==> src/rtl/piso_streamer.sv <==
// Purpose: parallel-in serial-out streamer; sends an M-bit word as M/N chunks of N bits, MS chunk first.
// Latency: chunk 0 appears the cycle after load acceptance; a word takes K ce-high cycles, and K+1 edges load-to-idle with ce held high.
// Backpressure: load_ready is high in IDLE, or on a consumed final chunk (back-to-back reload); advance is gated by ce.
module piso_streamer #(
  parameter int N = 4,
  parameter int M = 64
) (
  input  logic         clk,
  input  logic         rst_n,
  input  logic         ce,
  input  logic [M-1:0] parallel_in,
  input  logic         load_valid,
  output logic         load_ready,
  output logic [N-1:0] serial_out,
  output logic         out_valid,
  output logic         out_last,
  output logic         busy
);

  localparam int K  = M / N;
  localparam int CW = (K > 1) ? $clog2(K) : 1;
  localparam logic [CW-1:0] LAST_IDX = CW'(K - 1);

  typedef enum logic {
    IDLE  = 1'b0,
    SHIFT = 1'b1
  } state_t;

  state_t          state_q, state_d;
  logic [M-1:0]    sr_q, sr_d;
  logic [CW-1:0]   cnt_q, cnt_d;
  logic            at_last;
  logic            accept;

  // Handshake and status decode; load_ready depends on ce only mid-word.
  always_comb begin
    at_last    = (state_q == SHIFT) && (cnt_q == LAST_IDX);
    load_ready = (state_q == IDLE) || (at_last && ce);
    accept     = load_valid && load_ready;
    serial_out = sr_q[M-1:M-N];
    out_valid  = (state_q == SHIFT);
    busy       = (state_q == SHIFT);
    out_last   = at_last;
  end

  // Next-state: a load wins (covers back-to-back reload), else shift or drain to IDLE on ce.
  always_comb begin
    state_d = state_q;
    sr_d    = sr_q;
    cnt_d   = cnt_q;
    if (accept) begin
      state_d = SHIFT;
      sr_d    = parallel_in;
      cnt_d   = '0;
    end else if ((state_q == SHIFT) && ce) begin
      if (at_last) begin
        // Final chunk consumed with no follow-on word: clear so serial_out reads 0 when idle.
        state_d = IDLE;
        sr_d    = '0;
        cnt_d   = '0;
      end else begin
        sr_d  = sr_q << N;
        cnt_d = cnt_q + 1'b1;
      end
    end
  end

  // State registers; reset aborts any word in flight immediately.
  always_ff @(posedge clk or negedge rst_n) begin
    if (!rst_n) begin
      state_q <= IDLE;
      sr_q    <= '0;
      cnt_q   <= '0;
    end else begin
      state_q <= state_d;
      sr_q    <= sr_d;
      cnt_q   <= cnt_d;
    end
  end

endmodule

==> config.mk <==
export PLATFORM = sky130hd
export DESIGN_NAME = piso_streamer
export DESIGN_NICKNAME = d
export VERILOG_FILES = /design/src/rtl/piso_streamer.sv
export SDC_FILE = /design/constraint.sdc
export NUM_CORES = 1
export LEC_CHECK = 0
export ABC_AREA = 1
export BUFFER_PORTS_ARGS = -buffer_cell sky130_fd_sc_hd__buf_2
export CORE_MARGIN = 3
export CORE_UTILIZATION = 46
export DETAILED_ROUTE_END_ITERATION = 8
export HOLD_SLACK_MARGIN = 0.08
export PLACE_DENSITY_LB_ADDON = 0.3
export SETUP_SLACK_MARGIN = 0.2
export SLEW_MARGIN = 5
export SYNTH_ARGS = -nofsm -noshare
export SYNTH_HDL_FRONTEND = slang
export SYNTH_SLANG_ARGS = --single-unit
==> constraint.sdc <==
create_clock -name clk -period 1.5 [get_ports clk]
set_input_delay 0.45 -clock clk [delete_from_list [all_inputs] [get_ports clk]]
set_output_delay 0.45 -clock clk [all_outputs]
set_load 0.02 [all_outputs]
==> impl_results.md, run 1 <==
* P_leak at 3.358 nW
* Largest family of logic cells by synthesized area: simple AND/OR/NAND/NOR gates
* Slew @ Worst Pin at ~0.37 ns
* Mux contribution to synthesized area at 0%
* Tcrit/Tclk final at 120.2%
* CP bufs+invs at 2
* Adder-cell share of the synthesized area at 0.3239%
* Fin Hold WS at 0.08484 ns
* Final ANT Viol Nets at 0
* Final setup vio count at 72
* N_diodes at 0
* P&R area growth vs syn at 56.24%
* Clk sinks at just under 70
* Routed via count at 4379
* Gr ovfl total at 0
* Max Freq at 554.8 MHz
* Die ar. at 0.009533 mm²
* Vias in the first global route at about 4300
* Post-route cell area at 0.006035 mm²
* Yosys cell types at 21
* Count leader, synth: nand2_1
* DP Area at 0.004437 mm²
* Fin crit period at 1.802 ns
* Hold-fix buffers, CTS at 0
* Leading area contributor after synthesis: dfrtp_1
* Worst reg2reg startpoint: busy$_DFFE_PN0P_
* Register area share after synthesis at between 40% and 50%
* Antenna violations before repair at 0
* Count of pins over their slew limit at 0
* Post-DP HPWL at 6270 µm
* DR WL/cell at 18.95 µm
* Detailed Routing Iterations Pass 1 at 5
* DR iter-0 viols at 300
* Met3 WL at ~1100 µm
* Reg2Reg Setup Slack at -0.23 ns
* Primary FF master, synth: dfrtp_1
* Flops & latches, synth at just under 70
* Share of cells above drive strength 1 at a little under half
* Mapped Area at 0.003862 mm²
* IO Port Bufs at 75
* CP required at 1.05 ns
* Net count after synthesis at 593
* First-pass GRT wire length at 20970 µm
* Failing checks: negative setup slack
* CP startpoint: cnt_q[0]$_DFFE_PN0P_
* Endpoint class of the critical path: primary output
* Critical path arrival at 1.35 ns
* Htree depth at 3
* EDFF count, synth at 0
* Fillers at around 540
* Worst min path class: in -> async
* Synth top area cells: dfrtp_1, nand2_1, o211ai_1, nand3_1, buf_2
* CP startpoint kind: register
* Synth Area in Simple Gates at 34.14%
* Largest net degree at the start of global routing at 43
* Clk slew on worst S/H paths at 0.08 ns
* Final wirelength at 14080 µm
* TritonCTS clock tree: done
* Xor/xnor share of the synthesized area at 0.2268%
* Slowest-stage cell, CP: dfrtp_1
* Multi-input logic area at 0.002337 mm²
* Compound-cell area share of the yosys netlist at 12.93%
* Io pins at 76
* TritonCTS buffer count at 9
* RSZ-0062 raised after global routing: true
* Routed vias/inst at 5.894
* Top cells by count, synth: nand2_1, dfrtp_1, nand3_1
* DP Worst Slack at 0.005827 ns
* Top Metal Used: met4
* Root Buffer: clkbuf_8
* Worst skew pair latency at 0.36 ns
* Sequential Area at 0.001729 mm²
* Maxcap violations at 0
* Outcome: finished with violations
* Placer Congestion at 0.7871
* Ys async rst share at 100.0%
* CP Max Fanout at 4
* Total Nets Final at 705
* Max transition margin at 75.11%
* Core Area at 0.007928 mm²
* VDD IR max at 0.5966 mV
* Die width at 97.64 µm
* P per Cell Area at roughly 1300 mW/mm²
* Routed wl met2 at 7349 µm
* CP peak stage delay at 0.41 ns
* DRC viols at 0
* Yosys warnings at 0
* Category of the most critical setup path: reg -> out
* Met1 wire length at 5143 µm
* Yosys top cell area share at 44.70%
* Slack of the critical path at -0.3024 ns
* Die height at ~100 µm
* Final core occ at 76.12%
* Final Skew at 0.008825 ns
* Initial Util at about half
* GRT Overall Usage at 27.25%
* CP delay by family, top: flip-flops
* Std cell rows at 32
* Synthesized area per cell at 7.371 µm²
* Syn Inst Count at 524
* CP Cell Sequence: ha_4, nand3_2, inv_2, buf_4
* Longest Clk Path Bufs at 2
* Final hold violations at 0
## kinds of logic after synthesis
| group | after synthesis |
|---|---|
| buffers and inverters | 59 |
| AND/OR/NAND/NOR | 327 |
| AO/OA/AOI/OAI | 67 |
| adder cells (fa/ha/maj) | 1 |
| flip-flops | 69 |
| XOR/XNOR | 1 |
## routing by layer
layer | global-route usage, % | vias up
met2 | 47.65 | 227
met5 | 0 | -
met4 | 10.86 | 0
li1 | - | 1968
met3 | 7.179 | 40
met1 | 31.64 | 2144
## through the flow
step / power (mW) / cells / setup TNS (ns)
after global routing: 8.346 / 743 / -15.42
final: 7.896 / 743 / -11.99
after detailed placement: 4.922 / 679 / 0
after floorplan: 4.349 / 524 / 0
after global placement: 4.847 / 679 / 0
after CTS: 7.178 / 733 / -6.794
## placed cells by master, fill, tap and decap left out, types with 2 or more instances in the layout
cell type	netlist	final
nand2_1	257	140
nand2_2	0	88
dfrtp_1	69	67
buf_2	24	67
nand3_1	68	66
o211ai_1	60	60
nand2_4	0	29
buf_4	6	25
buf_6	3	23
buf_12	0	15
clkbuf_8	0	11
buf_16	0	11
buf_8	0	6
inv_1	6	4
clkbuf_16	0	4
clkinv_2	0	3
inv_2	1	2
nand3_4	0	2
inv_12	0	2
a21oi_2	0	2
dfrtp_2	0	2
## final timing paths
kind	to	cells after the start
max reg2reg	sr_q[11]$_DFFE_PN0P_	9
max in group asynchronous	sr_q[54]$_DFFE_PN0P_	2
min reg2reg	sr_q[45]$_DFFE_PN0P_	2
min in group clk	sr_q[2]$_DFFE_PN0P_	3
min	sr_q[44]$_DFFE_PN0P_	2
max	out_last	4
## layout make-up
| cell class | instances | area share (%) |
|---|---|---|
| clock buffer | 12 | 2.571 |
| clock inverter | 4 | 0.3732 |
| inverter | 7 | 0.6428 |
| multi-input combinational | 396 | 38.73 |
| sequential | 69 | 28.65 |
| tap | 102 | 2.115 |
| timing repair buffer | 152 | 26.64 |
| timing repair inverter | 1 | 0.2695 |
## repair_timing
action / in CTS / in global routing
pin swaps: 54 / 53
resized for setup: 119 / 99
gates cloned: 13 / 5
endpoints found under the setup margin: 75 / 77
setup buffers: 25 / 5
## report_power, final
| part | internal, mW | total (mW) | switching (mW) |
|---|---|---|---|
| clock network | 0.683 | 1.43 | 0.744 |
| registers | 2.44 | 2.99 | 0.552 |
| logic | 1.73 | 3.48 | 1.74 |
## worst register-to-register path, delay by kind of cell, from the launching register on
kind                   cells  cell delay [ns]
AO/OA/AOI/OAI              1             0.26
AND/OR/NAND/NOR            3             0.26
flip-flops                 1             0.43
buffers and inverters      5             0.67
## registers in the layout, summed over array words and instances (netlist names)
register  count
cnt_q         4
busy          1
sr_q         64
No activity file was read; power rests on OpenSTA's default activity.
==> run 2, diff against run 1 <==
- ABC_AREA: 1 -> unset
==> run 2 against run 1 <==
- the run still ends with negative setup slack left
- clock-buffer cell count down 2
- cell count down 43%
- power down 12%
- cell area down 28%
- global-route usage down 6.6 points
- routed wire length down 43%
- largest power group is now registers
==> impl_results.md, run 2 <==
* Outcome: finished with violations
* Failing checks: negative setup slack
* Yosys cell types at 27
* Initial Util at 48.53%
* Core Area at approximately 0.0065 mm²
* Gr ovfl total at 0
* Antenna violations before repair at 0
* Clk sinks at 69
* RSZ-0062 raised after global routing: true
* Count leader, synth: dfrtp_1
* Tcrit/Tclk final at 121.2%
* Placer Congestion at between 0.9 and 1
* Share of cells above drive strength 1 at 42.77%
* Net count after synthesis at roughly 310
* Leading area contributor after synthesis: dfrtp_1
* TNS Setup at -14.19 ns
* Count of pins over their slew limit at 0
* Power, Total at 6.911 mW
* Htree depth at 3
* Reg2Reg Setup Slack at -0.26 ns
* Post-DP HPWL at 4553 µm
* Io pins at 76
* Max transition margin at 75.38%
* Worst R2R Path Depth at 8
* Longest Clk Path Bufs at 2
* Most frequent cells in the layout: dfrtp_1, buf_2, a221o_1
* Max reg flops at between 60 and 70
* EDFF count, synth at 0
* Final Skew at 0.01375 ns
* Final core occ at 66.46%
* Root Buffer: clkbuf_8
* TritonCTS buffer count at 9
* IO Port Bufs at 75
* Top cells by count, synth: dfrtp_1, a221o_1, and2_0
* P&R area growth vs syn at 36.96%
* Detailed Routing Iterations Pass 1 at 4
* Commonest non-fill, non-tap cell in the layout: dfrtp_1
* Routed via count at roughly 2400
* Worst reg2reg startpoint: cnt_q[1]$_DFFE_PN0P_
* P per Cell Area at ~1600 mW/mm²
* Post-route cell area at about 0.0043 mm²
* Die width at 88.78 µm
* Sequential power share at 42.8%
* Sw Share at 30.57%
* Worst skew pair latency at 0.35 ns
* Largest net degree at the start of global routing at 70
* Vias in the first global route at 2425
* Register area share after synthesis at between 50% and 60%
* First-pass GRT wire length at 12270 µm
* FF-to-FF End: sr_q[22]$_DFFE_PN0P_
* Std cell rows at 29
* Max Freq at 550.1 MHz
* Biggest register: sr_q
* Worst min path class: in -> async
* Final ANT Viol Nets at 0
* Mapped Area at 0.003152 mm²
* DP Area at 0.003637 mm²
* Synth top area cells: dfrtp_1, a221o_1, and2_0, buf_6, and2_1
* Yosys top cell area share at 54.78%
* Clk slew on worst S/H paths at 0.08 ns
* Slack of the critical path at -0.3178 ns
* VDD IR max at 0.8282 mV
* Category of the most critical setup path: reg -> out
* Finished Layout Cells at 423
* Fin Hold WS at 0.1167 ns
* Clock network power share at 21.6%
* GRT Overall Usage at 20.68%
* Synthesized area per cell at 12.97 µm²
* Die height at 88.78 µm
* Routed vias/inst at 5.726
* Syn Inst Count at 243
* DR iter-0 viols at approximately 170
* Net Switching at 2.113 mW
* Fin crit period at 1.818 ns
* Primary FF master, synth: dfrtp_1
* Dpl cells at a little under 400
* DP Worst Slack at -0.03801 ns
* Flops & latches, synth at 69
* DRC viols at 0
* TritonCTS clock tree: done
* DR WL/cell at 18.90 µm
* CP required at 1.05 ns
* Final wirelength at 7995 µm
* CP startpoint kind: register
* CP Max Fanout at 3
* Endpoint class of the critical path: primary output
* Critical path arrival at 1.37 ns
* P_leak at 2.072 nW
* Slew @ Worst Pin at between 0.3 and 0.4 ns
* Comb power frac at between 30% and 40%
* Yosys warnings at 0
* Fillers at between 400 and 500
* Final setup vio count at 67
* Maxcap violations at 0
* N_diodes at 0
* Cell-internal power at 4.798 mW
* Final hold violations at 0
* Ys async rst share at 100.0%
* Total Nets Final at 410
* Die ar. at 0.007881 mm²
-- run 2: worst max-delay path by stage --
stage | startpoint | end | depth (start not counted)
floorplan | busy$_DFFE_PN0P_ | sr_q[36]$_DFFE_PN0P_ | 5
global placement | cnt_q[1]$_DFFE_PN0P_ | sr_q[60]$_DFFE_PN0P_ | 5
detailed placement | cnt_q[1]$_DFFE_PN0P_ | sr_q[59]$_DFFE_PN0P_ | 5
CTS | cnt_q[0]$_DFFE_PN0P_ | out_last | 4
global route | cnt_q[1]$_DFFE_PN0P_ | out_last | 4
finish | cnt_q[1]$_DFFE_PN0P_ | out_last | 4
-- run 2: cells by family after synthesis --
| family | synth area share [%] |
|---|---|
| multiplexers | 0.7145 |
| AO/OA/AOI/OAI | 21.99 |
| buffers and inverters | 7.265 |
| flip-flops | 54.78 |
| AND/OR/NAND/NOR | 14.57 |
| adder cells (fa/ha/maj) | 0.3969 |
| XOR/XNOR | 0.2779 |
-- run 2: cell type report --
cell class | count | area (µm²) | area share (%)
timing repair buffer | 112 | 1027 | 23.80
sequential | 69 | 1728 | 40.03
multi-input combinational | 149 | 1274 | 29.51
clock inverter | 6 | 63.81 | 1.478
clock buffer | 10 | 127.6 | 2.957
tap | 77 | 96.34 | 2.232
-- run 2: power by group through the flow --
stage                     logic (mW)  clock network [mW]  registers [mW]
after detailed placement        1.86                   0            2.95
after global placement          1.82                   0            2.93
after global routing            2.68                1.61            3.04
after CTS                       2.16                1.52            2.94
after floorplan                 1.42                   0            2.82
final                           2.46                1.49            2.95
-- run 2: critical path, cell delays in order, from the launching register on --
cell	delay [ns]
dfrtp_1	0.39
ha_2	0.20
and3_4	0.16
and2_4	0.15
buf_6	0.12
-- run 2: repair_timing --
item                       4_1_cts  5_1_grt
hold buffers                     0        0
buffers inserted                 7        6
setup endpoints to repair       72       74
pin swaps                       10       47
gates resized for setup         19       20
cloned                           4        4
-- run 2: per-layer routing --
metal,vias up,GRT usage [%],wire [µm]
met2,84,29.69,3832
met1,1195,30.15,3581
met4,0,6.181,114
met5,-,0,0
li1,1132,-,-
met3,11,6.238,466
